--- src/rtl/fba_pkg.sv ---
`default_nettype none
// +----------------------------------------------------------------------------+
// | fba_pkg : shared constants, index type and address helper for the          |
// |           frame_buffer_arbiter frame-store manager.                        |
// | Rev 1.0                                                                    |
// +----------------------------------------------------------------------------+
package fba_pkg;

  localparam int FBA_MAX_BUFFERS = 16;
  localparam int FBA_CNT_WIDTH   = 16;
  localparam int FBA_IDX_MAX_W   = $clog2(FBA_MAX_BUFFERS);

  typedef logic [FBA_IDX_MAX_W-1:0] fba_idx_t;

  // Computed at 64 bits; callers truncate to their address width for wrap-around.
  function automatic logic [63:0] fba_addr(input logic [63:0] base,
                                           input fba_idx_t    idx,
                                           input int          log2size);
    return base + (64'(idx) << log2size);
  endfunction

endpackage
`default_nettype wire

--- src/rtl/fba_next_idx.sv ---
`default_nettype none
// +----------------------------------------------------------------------------+
// | fba_next_idx : picks the next write buffer, the first of cur+1..cur+3      |
// |                (mod NUM_BUFFERS) that is neither latest nor locked.        |
// | Rev 1.0                                                                    |
// +----------------------------------------------------------------------------+
module fba_next_idx #(
  parameter int NUM_BUFFERS = 3,
  parameter int IDX_WIDTH   = $clog2(NUM_BUFFERS)
) (
  input  logic [IDX_WIDTH-1:0] cur_idx,
  input  logic [IDX_WIDTH-1:0] latest_idx,
  input  logic [IDX_WIDTH-1:0] lock_idx,
  input  logic                 lock_valid,
  output logic [IDX_WIDTH-1:0] next_idx
);

  localparam int                SUM_W = IDX_WIDTH + 2;
  localparam logic [SUM_W-1:0]  NUM_B = SUM_W'(NUM_BUFFERS);

  logic [2:0][IDX_WIDTH-1:0] cand;
  logic [2:0]                ok;

  // cur+k stays below 2*NUM_BUFFERS, so one conditional subtract is a full modulo.
  for (genvar k = 1; k <= 3; k++) begin : g_cand
    logic [SUM_W-1:0] sum;
    assign sum        = {2'b00, cur_idx} + SUM_W'(k);
    assign cand[k-1]  = (sum >= NUM_B) ? IDX_WIDTH'(sum - NUM_B) : sum[IDX_WIDTH-1:0];
    assign ok[k-1]    = (cand[k-1] != latest_idx) &&
                        !(lock_valid && (cand[k-1] == lock_idx));
  end

  always_comb begin
    next_idx = cand[0];
    if (ok[0])      next_idx = cand[0];
    else if (ok[1]) next_idx = cand[1];
    else if (ok[2]) next_idx = cand[2];
  end

endmodule
`default_nettype wire

--- src/rtl/frame_buffer_arbiter.sv ---
`default_nettype none
// +----------------------------------------------------------------------------+
// | frame_buffer_arbiter : N-buffer tear-free frame-store manager between DDR  |
// |   frame writer and reader. Define FBA_STATS_EN for drop/repeat counters.   |
// | Rev 1.0                                                                    |
// +----------------------------------------------------------------------------+
module frame_buffer_arbiter
  import fba_pkg::*;
#(
  parameter int NUM_BUFFERS      = 3,
  parameter int ADDR_WIDTH       = 32,
  parameter int BUFFER_SIZE_LOG2 = 23,
  parameter int IDX_WIDTH        = $clog2(NUM_BUFFERS)
) (
  input  logic                  clk,
  input  logic                  reset_n,
  input  logic [ADDR_WIDTH-1:0] base_address,
  input  logic                  wr_finish,
  input  logic                  rd_start,
  input  logic                  rd_finish,
  output logic [ADDR_WIDTH-1:0] wr_address,
  output logic [ADDR_WIDTH-1:0] rd_address,
  output logic [IDX_WIDTH-1:0]  wr_idx,
  output logic [IDX_WIDTH-1:0]  rd_idx,
  output logic                  rd_busy,
  output logic                  frame_valid
`ifdef FBA_STATS_EN
  ,
  output logic [FBA_CNT_WIDTH-1:0] drop_count,
  output logic [FBA_CNT_WIDTH-1:0] repeat_count
`endif
);

  logic [IDX_WIDTH-1:0] latest_idx;
  logic                 latest_read;

  logic                 any_valid;
  logic                 lock;
  logic [IDX_WIDTH-1:0] latest_idx_nxt;
  logic [IDX_WIDTH-1:0] rd_idx_nxt;
  logic                 rd_busy_nxt;
  logic                 latest_read_nxt;
  logic [IDX_WIDTH-1:0] cand_idx;
  logic [IDX_WIDTH-1:0] wr_idx_nxt;

  // Release is applied before lock, and a lock in the same cycle as wr_finish
  // grabs the frame that just completed.
  always_comb begin
    any_valid       = frame_valid | wr_finish;
    lock            = rd_start & any_valid;
    latest_idx_nxt  = wr_finish ? wr_idx : latest_idx;
    rd_idx_nxt      = lock ? latest_idx_nxt : rd_idx;
    rd_busy_nxt     = lock | (rd_busy & ~rd_finish);
    latest_read_nxt = lock ? 1'b1 : (wr_finish ? 1'b0 : latest_read);
    wr_idx_nxt      = wr_finish ? cand_idx : wr_idx;
  end

  fba_next_idx #(
    .NUM_BUFFERS (NUM_BUFFERS),
    .IDX_WIDTH   (IDX_WIDTH)
  ) u_next_idx (
    .cur_idx    (wr_idx),
    .latest_idx (latest_idx_nxt),
    .lock_idx   (rd_idx_nxt),
    .lock_valid (rd_busy_nxt),
    .next_idx   (cand_idx)
  );

  always_ff @(posedge clk or negedge reset_n) begin
    if (!reset_n) begin
      wr_idx      <= '0;
      rd_idx      <= '0;
      latest_idx  <= '0;
      latest_read <= 1'b0;
      rd_busy     <= 1'b0;
      frame_valid <= 1'b0;
      wr_address  <= '0;
      rd_address  <= '0;
    end else begin
      wr_idx      <= wr_idx_nxt;
      rd_idx      <= rd_idx_nxt;
      latest_idx  <= latest_idx_nxt;
      latest_read <= latest_read_nxt;
      rd_busy     <= rd_busy_nxt;
      frame_valid <= any_valid;
      wr_address  <= ADDR_WIDTH'(fba_addr(64'(base_address), fba_idx_t'(wr_idx_nxt),
                                          BUFFER_SIZE_LOG2));
      rd_address  <= ADDR_WIDTH'(fba_addr(64'(base_address), fba_idx_t'(rd_idx_nxt),
                                          BUFFER_SIZE_LOG2));
    end
  end

`ifdef FBA_STATS_EN
  logic drop_evt;
  logic repeat_evt;

  // A lock coinciding with wr_finish reads a fresh frame, so it is never a repeat.
  assign drop_evt   = wr_finish & frame_valid & ~latest_read;
  assign repeat_evt = lock & ~wr_finish & latest_read;

  always_ff @(posedge clk or negedge reset_n) begin
    if (!reset_n) begin
      drop_count   <= '0;
      repeat_count <= '0;
    end else begin
      if (drop_evt && (drop_count != '1))
        drop_count <= drop_count + 1'b1;
      if (repeat_evt && (repeat_count != '1))
        repeat_count <= repeat_count + 1'b1;
    end
  end
`endif

  always_ff @(posedge clk) begin
    if (reset_n && rd_busy)
      assert (wr_idx != rd_idx);
  end

endmodule
`default_nettype wire

--- config.mk ---
export PLATFORM = sky130hd
export DESIGN_NAME = frame_buffer_arbiter
export DESIGN_NICKNAME = d
export VERILOG_FILES = /design/src/rtl/fba_pkg.sv /design/src/rtl/fba_next_idx.sv /design/src/rtl/frame_buffer_arbiter.sv
export SDC_FILE = /design/constraint.sdc
export NUM_CORES = 1
export LEC_CHECK = 0
export BUFFER_PORTS_ARGS = -buffer_cell sky130_fd_sc_hd__buf_2
export CELL_PAD_IN_SITES_DETAIL_PLACEMENT = 1
export CELL_PAD_IN_SITES_GLOBAL_PLACEMENT = 2
export CORE_ASPECT_RATIO = 0.75
export CORE_MARGIN = 5
export CORE_UTILIZATION = 27
export DETAILED_ROUTE_END_ITERATION = 7
export GPL_ROUTABILITY_DRIVEN = 1
export PLACE_DENSITY = 0.82
export SYNTH_ARGS = -nofsm -noshare
export SYNTH_HDL_FRONTEND = slang
export SYNTH_SLANG_ARGS = --single-unit
--- constraint.sdc ---
create_clock -name clk -period 4.61 [get_ports clk]
set_clock_uncertainty 0.1 [all_clocks]
set_input_delay 0.6915 -clock clk [delete_from_list [all_inputs] [get_ports clk]]
set_output_delay 0.6915 -clock clk [all_outputs]
set_load 0.02 [all_outputs]
==> results.cfg <==
[route]
wl_per_cell_um = 15.9
dr.pass1.iters = 4
via_per_inst = 4.46
drtIter0Drc = 56
wl_met2_um = 2870
wirelength_um = 6020
final_antenna_net_count = 0
route.vias.total = 1684
wl_met3_um = 395
drc = 0
m1WireLength_um = 2720
top_layer_used = met4

[power_and_ir_drop]
seq_power_share_pct = 30.6
intPower_uw = 1040
combPwrFrac_pct = 53.0
pwr_density_cell_nw_per_um2 = 647
netSwitchingFraction_pct = 42.5
ir_drop_mv = 0.354
p_clk_share_pct = 16.4
p_leak_uw = 0.00138
switchingPower_uw = 771

[sta]
drv_slew = 0
rsz0062_at_grt = false
fin_crit_sh_pct = 82.9
hold_viol = 0
finalSetupViolCount = 0
slew_headroom_pct = 27.0
min_period_ps = 3820
worst_pin_slew_ps = 1090
setup_tns_ps = 0
fmax_mhz = 262

[cts]
cts_setup_buffers = 0
hold_buffers = 0
htreeDepth = 2
cts_buffers = 5
clk_path_buf_depth = 2
clkLatencyLatePin_ps = 290
cts_sinks = 49
cts_root_buf = clkbuf_8
cts_tree = built
cts.clk_slew.worst_paths_ps = 90
cts_resized = 0

[cells_and_area]
seq_area_um2 = 1230
antenna_cells = 0
syn2layout_area_growth_pct = 25.0
nFillCells = 943
nets = 319
post-route-util_pct = 35.1
drive_gt1_share_pct = 44.3
stdcell_count = 378
multi_input_area_um2 = 776

[status]
status = finished, final reports clean

[placement]
gp_congestion = 0.927
port_buffers = 106
place_inst = 371
dpl.hpwl_um = 4780

[die]
initial_utilization_pct = 28.1
dieArea_um2 = 10200
dieWidth_um = 115
boundaryPins = 107
coreArea_um2 = 7990
dieHeight_um = 88.9
row_count = 28

[logic_synthesis]
synth-edff-count = 0
syn_nets = 235
yosys-top-cells-area = dfrtp_1 (55%), buf_4 (8.0%), xnor2_1 (5.9%)
synth_top_area_share_pct = 54.7
ys.flop_type = dfrtp_1
syn_inst = 189
yosysSeqAreaShare_pct = 54.7
synth_area_um2 = 2240
ys_types = 40
ys_seq_elements = 49
syn_area_per_cell_um2 = 11.9
synthArstFlopShare_pct = 100
synth_most_common_cell = dfrtp_1
synth_warnings = 0
synth.largest_area_cell = dfrtp_1
yosys-top-cells-count = dfrtp_1 (49), buf_4 (24), xnor2_1 (15), nand2_1 (11), nor2_1 (11)

[worst_setup_path]
reg2reg_depth = 14
path_cells = inv_1, ha_1, xnor2_1, mux2i_1, mux2i_1, o31ai_1, a21oi_1, o311ai_0, a21oi_1, ha_1, fa_1, nand3_1, nor2_1, xor2_1
worst-path-max-fanout = 12
arrival_ps = 3910
cp_slowest_stage_delay_ps = 630
worstSetupPathType = reg2reg
end_kind = flip-flop
cpMaxStageDelayCell = ha_1
required_ps = 4700
rr_endpoint = wr_address[31]$_DFF_PN0_
reg2reg_slack_ps = 790
cp-start-kind = flip-flop
r2r_start = wr_idx[1]$_DFF_PN0_

[global_routing]
grt_util_all_layers_pct = 12.1
grt_remaining_overflow = 0
grt_max_degree = 50
grt_first_pass_wirelength_um = 9580
grt_pass1_vias = 1815
antenna_found_initial = 0

[min_path]
hold_start = base_address[20]
holdPathEnd = wr_address[20]$_DFF_PN0_
hold_path_class = in2reg
whs_path_depth = 1

[flow_run]
maxCapViolations = 0
==> sequential cells by signal, summed over array words and instances, names as in the netlist <==
signal	count
latest_idx	2
wr_idx	2
frame_valid	1
wr_address	32
rd_address	9
rd_idx	2
rd_busy	1
==> power by group through the flow <==
stage | sequential (uW) | combinational [uW] | clock (uW)
floorplan | 646 | 611 | 0
global placement | 563 | 938 | 0
detailed placement | 563 | 958 | 0
CTS | 556 | 973 | 308
global route | 565 | 1050 | 324
finish | 554 | 961 | 297
==> cells by family (layout without fill, tap and decap cells) <==
logic type	count (synthesis)	after routing	synth area share, %
flip-flops	49	49	54.7
buffers and inverters	37	121	10.7
AND/OR/NAND/NOR	35	35	7.26
AO/OA/AOI/OAI	29	29	9.60
XOR/XNOR	25	25	9.77
adder cells (fa/ha/maj)	9	9	5.70
multiplexers	5	5	2.29
==> cell type report <==
| cell class | count | share of cell area, % |
|---|---|---|
| sequential | 49 | 43.8 |
| clock inverter | 2 | 1.25 |
| tap | 105 | 4.69 |
| clock buffer | 5 | 2.46 |
| timing repair buffer | 107 | 19.2 |
| inverter | 7 | 0.938 |
| multi-input combinational | 103 | 27.7 |
==> worst max-delay path by stage <==
stage	cells past startpoint	end	startpoint
2_1_floorplan	13	wr_address[31]$_DFF_PN0_	wr_idx[0]$_DFF_PN0_
3_3_place_gp	13	wr_address[31]$_DFF_PN0_	wr_finish
3_5_place_dp	13	wr_address[31]$_DFF_PN0_	wr_finish
4_1_cts	14	wr_address[31]$_DFF_PN0_	wr_idx[1]$_DFF_PN0_
5_1_grt	14	wr_address[31]$_DFF_PN0_	wr_idx[1]$_DFF_PN0_
6_report	14	wr_address[31]$_DFF_PN0_	wr_idx[1]$_DFF_PN0_
==> cell usage in the layout (no fill, tap or decap), types with 2 or more instances in the layout <==
cell type and instances:
or2_2 2, a21o_1 2, buf_2 106, inv_1 5
a21oi_1 3, o21a_1 3, dfrtp_1 49, clkbuf_8 5
fa_1 2, o21ai_0 3, nand2_1 11, nor2_1 11
ha_1 7, o32ai_1 2, o31ai_1 3, a31oi_1 3
nand4_1 2, nand3_1 3, xnor2_1 15, mux2i_1 4
o22ai_1 2, xor2_1 10, nor4_1 2
==> stage by stage <==
| stage | total power (uW) | cell area, um^2 | hold WS (ps) | setup slack [ps] |
|---|---|---|---|---|
| floorplan | 1260 | 2240 | 296 | 1180 |
| finish | 1810 | 2800 | 395 | 790 |
| global route | 1940 | 2800 | 382 | 550 |
| CTS | 1840 | 2800 | 387 | 778 |
| detailed placement | 1520 | 2700 | 454 | 744 |
| global placement | 1500 | 2700 | 458 | 825 |
==> critical path, delay by kind of cell, from the launching register on <==
family / cells / cell delay, ps
AOI/OAI and AO/OA: 4 / 700
xor gates and xnor gates: 2 / 350
adders and majority gates: 3 / 1300
buffers and inverters: 1 / 130
DFF: 1 / 510
muxes: 2 / 410
and+or+nand+nor: 2 / 200
==> metal layers <==
layer | GRT usage (%) | vias to the layer above
li1 | - | 777
met1 | 15.6 | 837
met2 | 21.2 | 66
met5 | 0 | -
met4 | 2.77 | 0
met3 | 2.71 | 4
No activity file was read; power rests on OpenSTA's default activity.
